$ cat src/rtl/uart_pkg.sv
// Shared UART types and widths used by the transmit scheduler and its wrapper.
package uart_pkg;

    localparam int DFIFO_DATA_WIDTH = 8;

    typedef enum logic [2:0] {
        IDLE,
        FETCH,
        START,
        DATA,
        PARITY,
        STOP
    } tx_state_t;

endpackage

$ cat src/rtl/uart_baud_cnt.sv
// Bit-period down-counter: loads a divisor, counts down to zero and holds there.
module uart_baud_cnt #(
    parameter int DIV_WIDTH = 16
) (
    input  logic                 clk_i,
    input  logic                 rst_i,
    input  logic                 load_i,
    input  logic [DIV_WIDTH-1:0] load_val_i,
    output logic                 zero_o
);

    logic [DIV_WIDTH-1:0] cnt_q;

    always_ff @(posedge clk_i) begin
        if (rst_i) begin
            cnt_q <= '0;
        end else if (load_i) begin
            cnt_q <= load_val_i;
        end else if (cnt_q != '0) begin
            cnt_q <= cnt_q - 1'b1;
        end
    end

    assign zero_o = (cnt_q == '0);

endmodule

$ cat src/rtl/uart_top.sv
// UART transmit path: small downstream FIFO feeding the transmit scheduler.
module uart_top import uart_pkg::*; #(
    parameter int DIV_WIDTH  = 16,
    parameter int FIFO_DEPTH = 4
) (
    input  logic                        clk_i,
    input  logic                        rst_i,
    input  logic                        wr_en_i,
    input  logic [DFIFO_DATA_WIDTH-1:0] wr_data_i,
    output logic                        full_o,
    input  logic                        tx_en_i,
    input  logic [DIV_WIDTH-1:0]        baud_div_i,
    input  logic                        parity_en_i,
    input  logic                        parity_odd_i,
    input  logic                        stop2_i,
    input  logic                        cts_i,
    output logic                        tx_o,
    output logic                        tx_status_o,
    output logic                        tx_done_o
);

    localparam int PTR_W = (FIFO_DEPTH > 1) ? $clog2(FIFO_DEPTH) : 1;
    localparam int CNT_W = PTR_W + 1;

    logic [DFIFO_DATA_WIDTH-1:0] mem_q [FIFO_DEPTH];
    logic [PTR_W-1:0]            wr_ptr_q, rd_ptr_q;
    logic [CNT_W-1:0]            count_q;
    logic [DFIFO_DATA_WIDTH-1:0] rdata_q;
    logic                        push, pop, empty;

    assign full_o = (count_q == CNT_W'(FIFO_DEPTH));
    assign empty  = (count_q == '0);
    assign push   = wr_en_i && !full_o;

    always_ff @(posedge clk_i) begin
        if (push) begin
            mem_q[wr_ptr_q] <= wr_data_i;
        end
    end

    // Read data is registered so it is valid the clock after the pop request.
    always_ff @(posedge clk_i) begin
        if (rst_i) begin
            wr_ptr_q <= '0;
            rd_ptr_q <= '0;
            count_q  <= '0;
            rdata_q  <= '0;
        end else begin
            if (push) begin
                wr_ptr_q <= wr_ptr_q + 1'b1;
            end
            if (pop) begin
                rdata_q  <= mem_q[rd_ptr_q];
                rd_ptr_q <= rd_ptr_q + 1'b1;
            end
            count_q <= count_q + CNT_W'(push) - CNT_W'(pop);
        end
    end

    uart_tx_sched #(
        .DATA_WIDTH (DFIFO_DATA_WIDTH),
        .DIV_WIDTH  (DIV_WIDTH)
    ) u_tx_sched (
        .i_apb_pclk       (clk_i),
        .i_apb_preset     (rst_i),
        .i_tx_en          (tx_en_i),
        .i_baud_div       (baud_div_i),
        .i_parity_en      (parity_en_i),
        .i_parity_odd     (parity_odd_i),
        .i_stop2          (stop2_i),
        .i_cts            (cts_i),
        .i_dfifo_empty    (empty),
        .i_dfifo_rdata    (rdata_q),
        .o_dfifo_read_req (pop),
        .o_tx             (tx_o),
        .o_tx_busy        (tx_status_o),
        .o_tx_done        (tx_done_o)
    );

endmodule

$ cat src/rtl/uart_tx_sched.sv
// UART transmit scheduler: pops one byte from the downstream FIFO and serialises it.
//   state  | meaning
//   IDLE   | line high, waiting for enable, CTS and a non-empty FIFO
//   FETCH  | capture FIFO data and latch the frame format
//   START  | start bit (low)
//   DATA   | data bits, LSB first
//   PARITY | optional parity bit
//   STOP   | one or two stop bits (high)
module uart_tx_sched import uart_pkg::*; #(
    parameter int DATA_WIDTH = DFIFO_DATA_WIDTH,
    parameter int DIV_WIDTH  = 16
) (
    input  logic                  i_apb_pclk,
    input  logic                  i_apb_preset,
    input  logic                  i_tx_en,
    input  logic [DIV_WIDTH-1:0]  i_baud_div,
    input  logic                  i_parity_en,
    input  logic                  i_parity_odd,
    input  logic                  i_stop2,
    input  logic                  i_cts,
    input  logic                  i_dfifo_empty,
    input  logic [DATA_WIDTH-1:0] i_dfifo_rdata,
    output logic                  o_dfifo_read_req,
    output logic                  o_tx,
    output logic                  o_tx_busy,
    output logic                  o_tx_done
);

    localparam int IDX_W = (DATA_WIDTH > 1) ? $clog2(DATA_WIDTH) : 1;
    localparam logic [IDX_W-1:0] LAST_IDX = IDX_W'(DATA_WIDTH - 1);

    tx_state_t             state_q, state_d;
    logic [DATA_WIDTH-1:0] shift_q, shift_d;
    logic [IDX_W-1:0]      bit_idx_q, bit_idx_d;
    logic                  stop_idx_q, stop_idx_d;
    logic [DIV_WIDTH-1:0]  div_q, div_d;
    logic                  par_en_q, par_en_d;
    logic                  par_bit_q, par_bit_d;
    logic                  stop2_q, stop2_d;
    logic                  tx_q, tx_d;

    logic                  cnt_load;
    logic [DIV_WIDTH-1:0]  cnt_load_val;
    logic                  cnt_zero;
    logic                  read_req;
    logic                  done;

    uart_baud_cnt #(
        .DIV_WIDTH (DIV_WIDTH)
    ) u_baud_cnt (
        .clk_i      (i_apb_pclk),
        .rst_i      (i_apb_preset),
        .load_i     (cnt_load),
        .load_val_i (cnt_load_val),
        .zero_o     (cnt_zero)
    );

    always_comb begin
        state_d      = state_q;
        shift_d      = shift_q;
        bit_idx_d    = bit_idx_q;
        stop_idx_d   = stop_idx_q;
        div_d        = div_q;
        par_en_d     = par_en_q;
        par_bit_d    = par_bit_q;
        stop2_d      = stop2_q;
        cnt_load     = 1'b0;
        cnt_load_val = div_q;
        read_req     = 1'b0;
        done         = 1'b0;

        unique case (state_q)
            IDLE: begin
                if (i_tx_en && i_cts && !i_dfifo_empty && !i_apb_preset) begin
                    read_req = 1'b1;
                    state_d  = FETCH;
                end
            end
            FETCH: begin
                // Frame format is frozen here; the counter is primed straight from the input.
                shift_d      = i_dfifo_rdata;
                div_d        = i_baud_div;
                par_en_d     = i_parity_en;
                par_bit_d    = (^i_dfifo_rdata) ^ i_parity_odd;
                stop2_d      = i_stop2;
                cnt_load     = 1'b1;
                cnt_load_val = i_baud_div;
                state_d      = START;
            end
            START: begin
                if (cnt_zero) begin
                    cnt_load  = 1'b1;
                    bit_idx_d = '0;
                    state_d   = DATA;
                end
            end
            DATA: begin
                if (cnt_zero) begin
                    cnt_load = 1'b1;
                    shift_d  = shift_q >> 1;
                    if (bit_idx_q == LAST_IDX) begin
                        stop_idx_d = 1'b0;
                        state_d    = par_en_q ? PARITY : STOP;
                    end else begin
                        bit_idx_d = bit_idx_q + 1'b1;
                    end
                end
            end
            PARITY: begin
                if (cnt_zero) begin
                    cnt_load   = 1'b1;
                    stop_idx_d = 1'b0;
                    state_d    = STOP;
                end
            end
            STOP: begin
                if (cnt_zero) begin
                    if (stop2_q && !stop_idx_q) begin
                        cnt_load   = 1'b1;
                        stop_idx_d = 1'b1;
                    end else begin
                        done    = 1'b1;
                        state_d = IDLE;
                    end
                end
            end
            default: state_d = IDLE;
        endcase

        // Line value is registered against the state being entered, so o_tx tracks state_q.
        unique case (state_d)
            START:   tx_d = 1'b0;
            DATA:    tx_d = shift_d[0];
            PARITY:  tx_d = par_bit_d;
            default: tx_d = 1'b1;
        endcase
    end

    always_ff @(posedge i_apb_pclk) begin
        if (i_apb_preset) begin
            state_q    <= IDLE;
            shift_q    <= '0;
            bit_idx_q  <= '0;
            stop_idx_q <= 1'b0;
            div_q      <= '0;
            par_en_q   <= 1'b0;
            par_bit_q  <= 1'b0;
            stop2_q    <= 1'b0;
            tx_q       <= 1'b1;
        end else begin
            state_q    <= state_d;
            shift_q    <= shift_d;
            bit_idx_q  <= bit_idx_d;
            stop_idx_q <= stop_idx_d;
            div_q      <= div_d;
            par_en_q   <= par_en_d;
            par_bit_q  <= par_bit_d;
            stop2_q    <= stop2_d;
            tx_q       <= tx_d;
        end
    end

    assign o_dfifo_read_req = read_req;
    assign o_tx             = tx_q;
    assign o_tx_busy        = (state_q != IDLE);
    assign o_tx_done        = done;

endmodule

$ cat config.mk
export PLATFORM = sky130hd
export DESIGN_NAME = uart_top
export DESIGN_NICKNAME = d
export VERILOG_FILES = /design/src/rtl/uart_pkg.sv /design/src/rtl/uart_baud_cnt.sv /design/src/rtl/uart_top.sv /design/src/rtl/uart_tx_sched.sv
export SDC_FILE = /design/constraint.sdc
export NUM_CORES = 1
export LEC_CHECK = 0
export CAP_MARGIN = 10
export CORE_MARGIN = 8
export CORE_UTILIZATION = 46
export DETAILED_ROUTE_END_ITERATION = 10
export PLACE_DENSITY = 0.73
export SYNTH_ARGS = -nofsm -noshare
export SYNTH_HDL_FRONTEND = slang
export SYNTH_SLANG_ARGS = --single-unit
$ cat constraint.sdc
create_clock -name clk_i -period 8.11 [get_ports clk_i]
set_clock_uncertainty 0.2 [all_clocks]
set_input_delay 2.433 -clock clk_i [delete_from_list [all_inputs] [get_ports clk_i]]
set_output_delay 2.433 -clock clk_i [all_outputs]
set_load 0.005 [all_outputs]
-- Word level (Yosys, flattened, before mapping)
Memory sizes are Yosys's and may differ from the RTL's. A register that Yosys moved wholly into a read port is not among the register bits.
Cells that the tools add are included.
- muxes and demuxes: 37
- eq/ne operators: 17
- bitwise logic cells: 1
- reductions and logical operators: 23
- add/sub/neg operators: 6
- operator list (cell ; count):
    16-bit 2-to-1 mux ; 3
    3-bit 2-to-1 mux ; 10
    3-bit one-hot mux with 6 select lines ; 1
    1-bit 2-to-1 mux ; 17
    16-bit logical NOT ; 1
    8-bit one-hot mux with 2 select lines ; 1
    16-bit nonzero test ; 1
    16-bit by 1-bit subtractor with 16-bit output (second input constant) ; 1
    3-bit == test (second input constant) ; 5
    3-bit by 2-bit == test with 1-bit output (second input constant) ; 4
    2-bit by 1-bit != test with 1-bit output (second input constant) ; 6
    1-bit one-hot mux with 3 select lines ; 3
    8-bit 2-to-1 mux ; 1
    8-bit XOR reduction ; 1
    3-bit logical NOT ; 2
    3-bit one-hot mux with 2 select lines ; 1
    6-bit AND reduction ; 1
    2-bit nonzero test ; 3
    3-bit nonzero test ; 2
    1-bit logical AND ; 5
    2-bit by 1-bit adder with 2-bit output (second input constant) ; 2
    1-bit logical NOT ; 4
    4-bit AND reduction ; 1
    3-bit by 1-bit adder with 3-bit output ; 1
    other kinds (7) ; 7
- bits of input ports: 32
- logic and storage cells: 99
- register bits: 58
- memory bits (writable): 32
- output and inout port bits: 4
- memories kept: 1
- memory list (name ; words ; width ; read ports ; clocked after memory_dff ; write ports ; line ; text):
    mem_q ; 4 ; 8 ; 1 ; 1 ; 1 ; uart_top.sv:25 ; logic [DFIFO_DATA_WIDTH-1:0] mem_q [FIFO_DEPTH];

-- Depth between registers and ports, before layout
- word-level depth: 8
- gate-level depth with buffers: 13
- depth with buffers taken out: 11

-- Hierarchy
From an unflattened synthesis, not the netlist that was laid out.
- cells, all modules: 433
- area, all modules: 4439.3 sq um
- by module, submodules not included (module ; cells an instance ; instances ; area an instance (sq um) ; seq. area each (sq um)):
    uart_top ; 111 ; 1 ; 1839.3 ; 1261.2
    uart_tx_sched ; 206 ; 1 ; 1635.3 ; 700.7
    uart_baud_cnt ; 116 ; 1 ; 964.7 ; 320.3

-- Least setup slack after synthesis
No wires, ideal clock.
- kind: input to register
- start: input rst_i
- end: register count_q[2]
- buffers on the path: 1
- data arrival time: 4.499 ns
- cell stages on the path: 10
- setup time: 0.128 ns
- setup slack: 3.283 ns
- path through: nor4_1 > clkbuf_1 > ha_1 > inv_1 > ha_1 > inv_1 > fa_1 > xor2_1 > xnor2_1 > nor2_1
- cells in the longest elaborated chain, start to end: 5
- ends and longest elaborated chain (what ; line ; text):
    start, declared ; uart_top.sv:7 ; input logic rst_i,
    1-bit logical NOT ; uart_tx_sched.sv:74 ; if (i_tx_en && i_cts && !i_dfifo_empty && !i_apb_preset) begin
    1-bit logical AND ; uart_tx_sched.sv:74 ;
    1-bit 2-to-1 mux ; uart_tx_sched.sv:74 ;
    1-bit 2-to-1 mux ; uart_tx_sched.sv:72 ; unique case (state_q)
    via pop ; uart_top.sv:29 ; logic push, pop, empty;
    3-bit by 1-bit subtractor with 3-bit output ; uart_top.sv:56 ; count_q <= count_q + CNT_W'(push) - CNT_W'(pop);
    end signal, assigned ; uart_top.sv:56 ;
    end, declared ; uart_top.sv:27 ; logic [CNT_W-1:0] count_q;
The timed path passes the listed nets, and every way through them passes these cells.
A chain may end at the register's enable or synchronous reset.

-- Worst setup path in the final report
- start: register u_tx_sched.u_baud_cnt.cnt_q[2]
- end: output tx_done_o
- cells in the longest elaborated chain, start to end: 3
- ends and longest elaborated chain (what ; line ; text):
    start, declared ; uart_baud_cnt.sv:12 ; logic [DIV_WIDTH-1:0] cnt_q;
    start signal, assigned ; uart_baud_cnt.sv:18 ; cnt_q <= load_val_i;
    start signal, assigned ; uart_baud_cnt.sv:20 ; cnt_q <= cnt_q - 1'b1;
    16-bit logical NOT ; uart_baud_cnt.sv:24 ; assign zero_o = (cnt_q == '0);
    1-bit 2-to-1 mux ; uart_tx_sched.sv:117 ; if (cnt_zero) begin
    1-bit 2-to-1 mux ; uart_tx_sched.sv:72 ;
    end, declared ; uart_top.sv:19 ; output logic tx_done_o
No other way between the ends.

==> results.md <==
### Clock network
* # clock sinks: 98
* post-cts gate resize count: 0
* clk slew on worst S/H paths: 0.10 ns
* postcts setup bufs: 0
* clock buffer count from CTS: 9
* H-tree lvl count: 3
* TritonCTS clock tree: yes
* root buffer cell: sky130_fd_sc_hd__clkbuf_8
* insertion delay of the later-clocked pin in the worst-skew pair: 0.37 ns
* maximum clock insertion buffer count: 2
* Hold-fix buffers, CTS: 0

### Logic synthesis
* number of different library cells in the post-synthesis netlist: 55
* area share of the leading cell type in the synthesized netlist: 0.2998
* synthesized flop and latch total: 98
* leading cell types by total area after synthesis: sky130_fd_sc_hd__dfxtp_1, sky130_fd_sc_hd__edfxtp_1, sky130_fd_sc_hd__nand2_1
* EDFF count, synth: 32
* largest area contributor in the synthesized netlist: sky130_fd_sc_hd__dfxtp_1
* Seq/Total Area, Yosys: 0.5179
* Yosys Warn Count: 0
* share of synthesized flip-flops with an asynchronous set or reset: 0
* synthesized area: 4407 um^2
* number of instances in the synthesized netlist: 427
* top cells by instance count after synthesis: sky130_fd_sc_hd__dfxtp_1, sky130_fd_sc_hd__nand2_1, sky130_fd_sc_hd__nor2_1
* dominant synthesized flop cell: sky130_fd_sc_hd__dfxtp_1
* number of nets in the synthesized netlist: 471
* most used standard cell by instance count after synthesis: sky130_fd_sc_hd__dfxtp_1
* Synth Area per Inst: 10.32 um^2

### Cells and area
* share of cells above drive strength 1: 0.09586
* Area Growth Syn to Fin: 14.88%
* final core utilization: 0.5453
* Net count, final: 498
* antenna diode count: 0

### STA
* total of endpoints with negative setup slack in the final report: 0
* number of max-slew violations in the final report: 0
* Fmax: 178.5 MHz
* Worst slew margin: 0.5206
* portion of the clock cycle consumed by the worst path in the final layout: 0.6909
* worst-margin pin slew: 0.7079 ns
* post-layout minimum cycle time: 5.603 ns
* final-layout setup total negative slack: 0 ns
* Final Hold Viols: 0
* unrepaired setup endpoints after global routing: false

### Detailed routing
* remaining number of nets flagged by the antenna check after routing: 0
* Via density: 5.369
* total wirelength of the detailed-routed design: 8.745 mm
* vias: 3157
* Met1 Routed Length: 3.966 mm
* DRC Markers: 0
* routed length on met3: 335 um
* uppermost layer routed: met4
* count of TritonRoute iterations in the first routing pass: 5
* count of routing violations after the opening detailed-route iteration: 209
* detailed-route wire length per cell: 14.87 um
* routed wire length on met2: 4.336 mm

### Worst setup path
* CP Data Arrival Time: 2.97 ns
* Slowest-stage cell, CP: sky130_fd_sc_hd__nor4_1
* crit-path max FO: 14
* kind of critical path: flop to output port
* critical path endpoint category: output port
* combined buffer and inverter count along the critical path: 1
* cell class contributing the biggest share of worst-path delay: simple AND/OR/NAND/NOR gates
* Req. time, crit path: 5.48 ns
* type of origin of the critical path: flop
* most frequent cell on the critical path: sky130_fd_sc_hd__nor4_1
* list of cells traversed by the critical path: nor4_1 -> and2_1 -> nand2_1 -> nor4_1 -> clkdlybuf4s50_1
* delay of the slowest cell on the worst path: 0.61 ns

### GRT
* GRT Total Usage: 0.1399
* antenna violations before repair: 0
* largest net degree at the start of global routing: 68
* via count of the first global-routing pass: 3115
* total congestion overflow after global routing: 0
* wire length of the first global-routing pass: 14.70 mm

### Floorplanning
* ports placed on the boundary: 36
* horizontal die dimension: 113.9 um
* cell row count: 35
* height of the die: 113.9 um
* floorplan die area: 12970 um^2
* Starting Density: 0.4747
* floorplan core area: 9284 um^2

### Place
* quantity of I/O buffers inserted on ports: 35
* Post-DP HPWL: 6.183 mm
* RePlAce Congestion: 0.8401

### Job
* Max-Cap Viols: 0

### Power
* total power divided by cell area: 265.5 nW/um^2
* Worst VDD drop: 0.1324 mV
* leak pwr: 1.824 nW

### Run status
* outcome: finished clean

### Min path
* path category of the worst min-delay check: flop to flop

==> routing by layer <==
metal,up-vias,track usage
met3,12,0.03592
met1,1523,0.1617
li1,1574,-
met5,-,0
met2,48,0.2458
met4,0,0.04703
==> registers in the layout, summed over array words and instances (netlist names) <==
register	cells
mem_q	32
u_tx_sched.div_q	16
u_tx_sched.u_baud_cnt.cnt_q	16
rdata_q	8
u_tx_sched.shift_q	8
count_q	3
u_tx_sched.bit_idx_q	3
u_tx_sched.state_q	3
rd_ptr_q	2
wr_ptr_q	2
u_tx_sched.o_tx	1
u_tx_sched.par_bit_q	1
u_tx_sched.par_en_q	1
u_tx_sched.stop2_q	1
u_tx_sched.stop_idx_q	1
==> per-stage QoR <==
step / hold WS, ns / power, mW / area, um^2 / instances / worst slack (ns)
after global routing: 0.2785 / 1.430 / 5062 / 588 / 2.292
after global placement: 0.2428 / 1.026 / 4857 / 572 / 2.972
after detailed placement: 0.2515 / 1.040 / 4857 / 572 / 2.899
after floorplan: 0.2318 / 0.9378 / 4407 / 427 / 3.283
final: 0.2599 / 1.344 / 5062 / 588 / 2.507
after CTS: 0.2636 / 1.359 / 5062 / 588 / 2.483
==> tightest hold or removal path, delay by kind of cell, from the launching register on <==
| family | cells | cell delay, ns |
|---|---|---|
| AND/OR/NAND/NOR | 1 | 0.05 |
| flip-flops | 1 | 0.32 |
| AO/OA/AOI/OAI | 1 | 0.05 |
==> report_power, final <==
| part | switching (mW) | leakage, nW | internal [mW] |
|---|---|---|---|
| clock network | 0.191 | 0.104 | 0.124 |
| logic | 0.216 | 0.890 | 0.194 |
| registers | 0.0505 | 0.829 | 0.569 |
| total | 0.457 | 1.82 | 0.887 |
==> layout by cell type, fill, tap and decap left out, drive strengths merged, types with 12 or more instances in the layout <==
cell type / Yosys / final
clkdlybuf4s50: 0 / 34
edfxtp: 32 / 32
nor3: 12 / 12
dfxtp: 66 / 66
nand2: 54 / 54
a21oi: 22 / 22
inv: 12 / 16
nor2: 52 / 52
xnor2: 13 / 13
nand3: 14 / 14
mux2i: 15 / 15
==> logic make-up (layout without fill, tap and decap cells) <==
family	count (synthesis)	after routing	synth area share
compound gates	63	63	0.1025
xor+xnor	24	24	0.05082
fa+ha+maj	12	12	0.03577
buf+inv	35	67	0.03180
flops	98	98	0.5179
mux	23	23	0.07496
simple gates	172	172	0.1863
==> layout make-up <==
class / instances / area, um^2
well taps: 129 / 161.4
repair buffers: 39 / 375.4
inverters: 12 / 45.04
clock buffers: 9 / 123.9
flip-flops and latches: 98 / 2282
fillers: 840 / 4222
multi-input cells: 294 / 1993
clock inverters: 7 / 81.33
==> worst paths after layout <==
| check | from | end | slack (ns) | depth (start not counted) |
|---|---|---|---|---|
| setup / recovery | u_tx_sched.u_baud_cnt.cnt_q[2] | tx_done_o | 2.51 | 5 |
| hold reg to reg | u_tx_sched.div_q[9] | u_tx_sched.div_q[9] | 0.26 | 2 |
| hold / removal | u_tx_sched.div_q[9] | u_tx_sched.div_q[9] | 0.26 | 2 |
| setup reg to reg | u_tx_sched.state_q[1] | count_q[2] | 5.26 | 12 |
(Power assumes the default switching activity.)
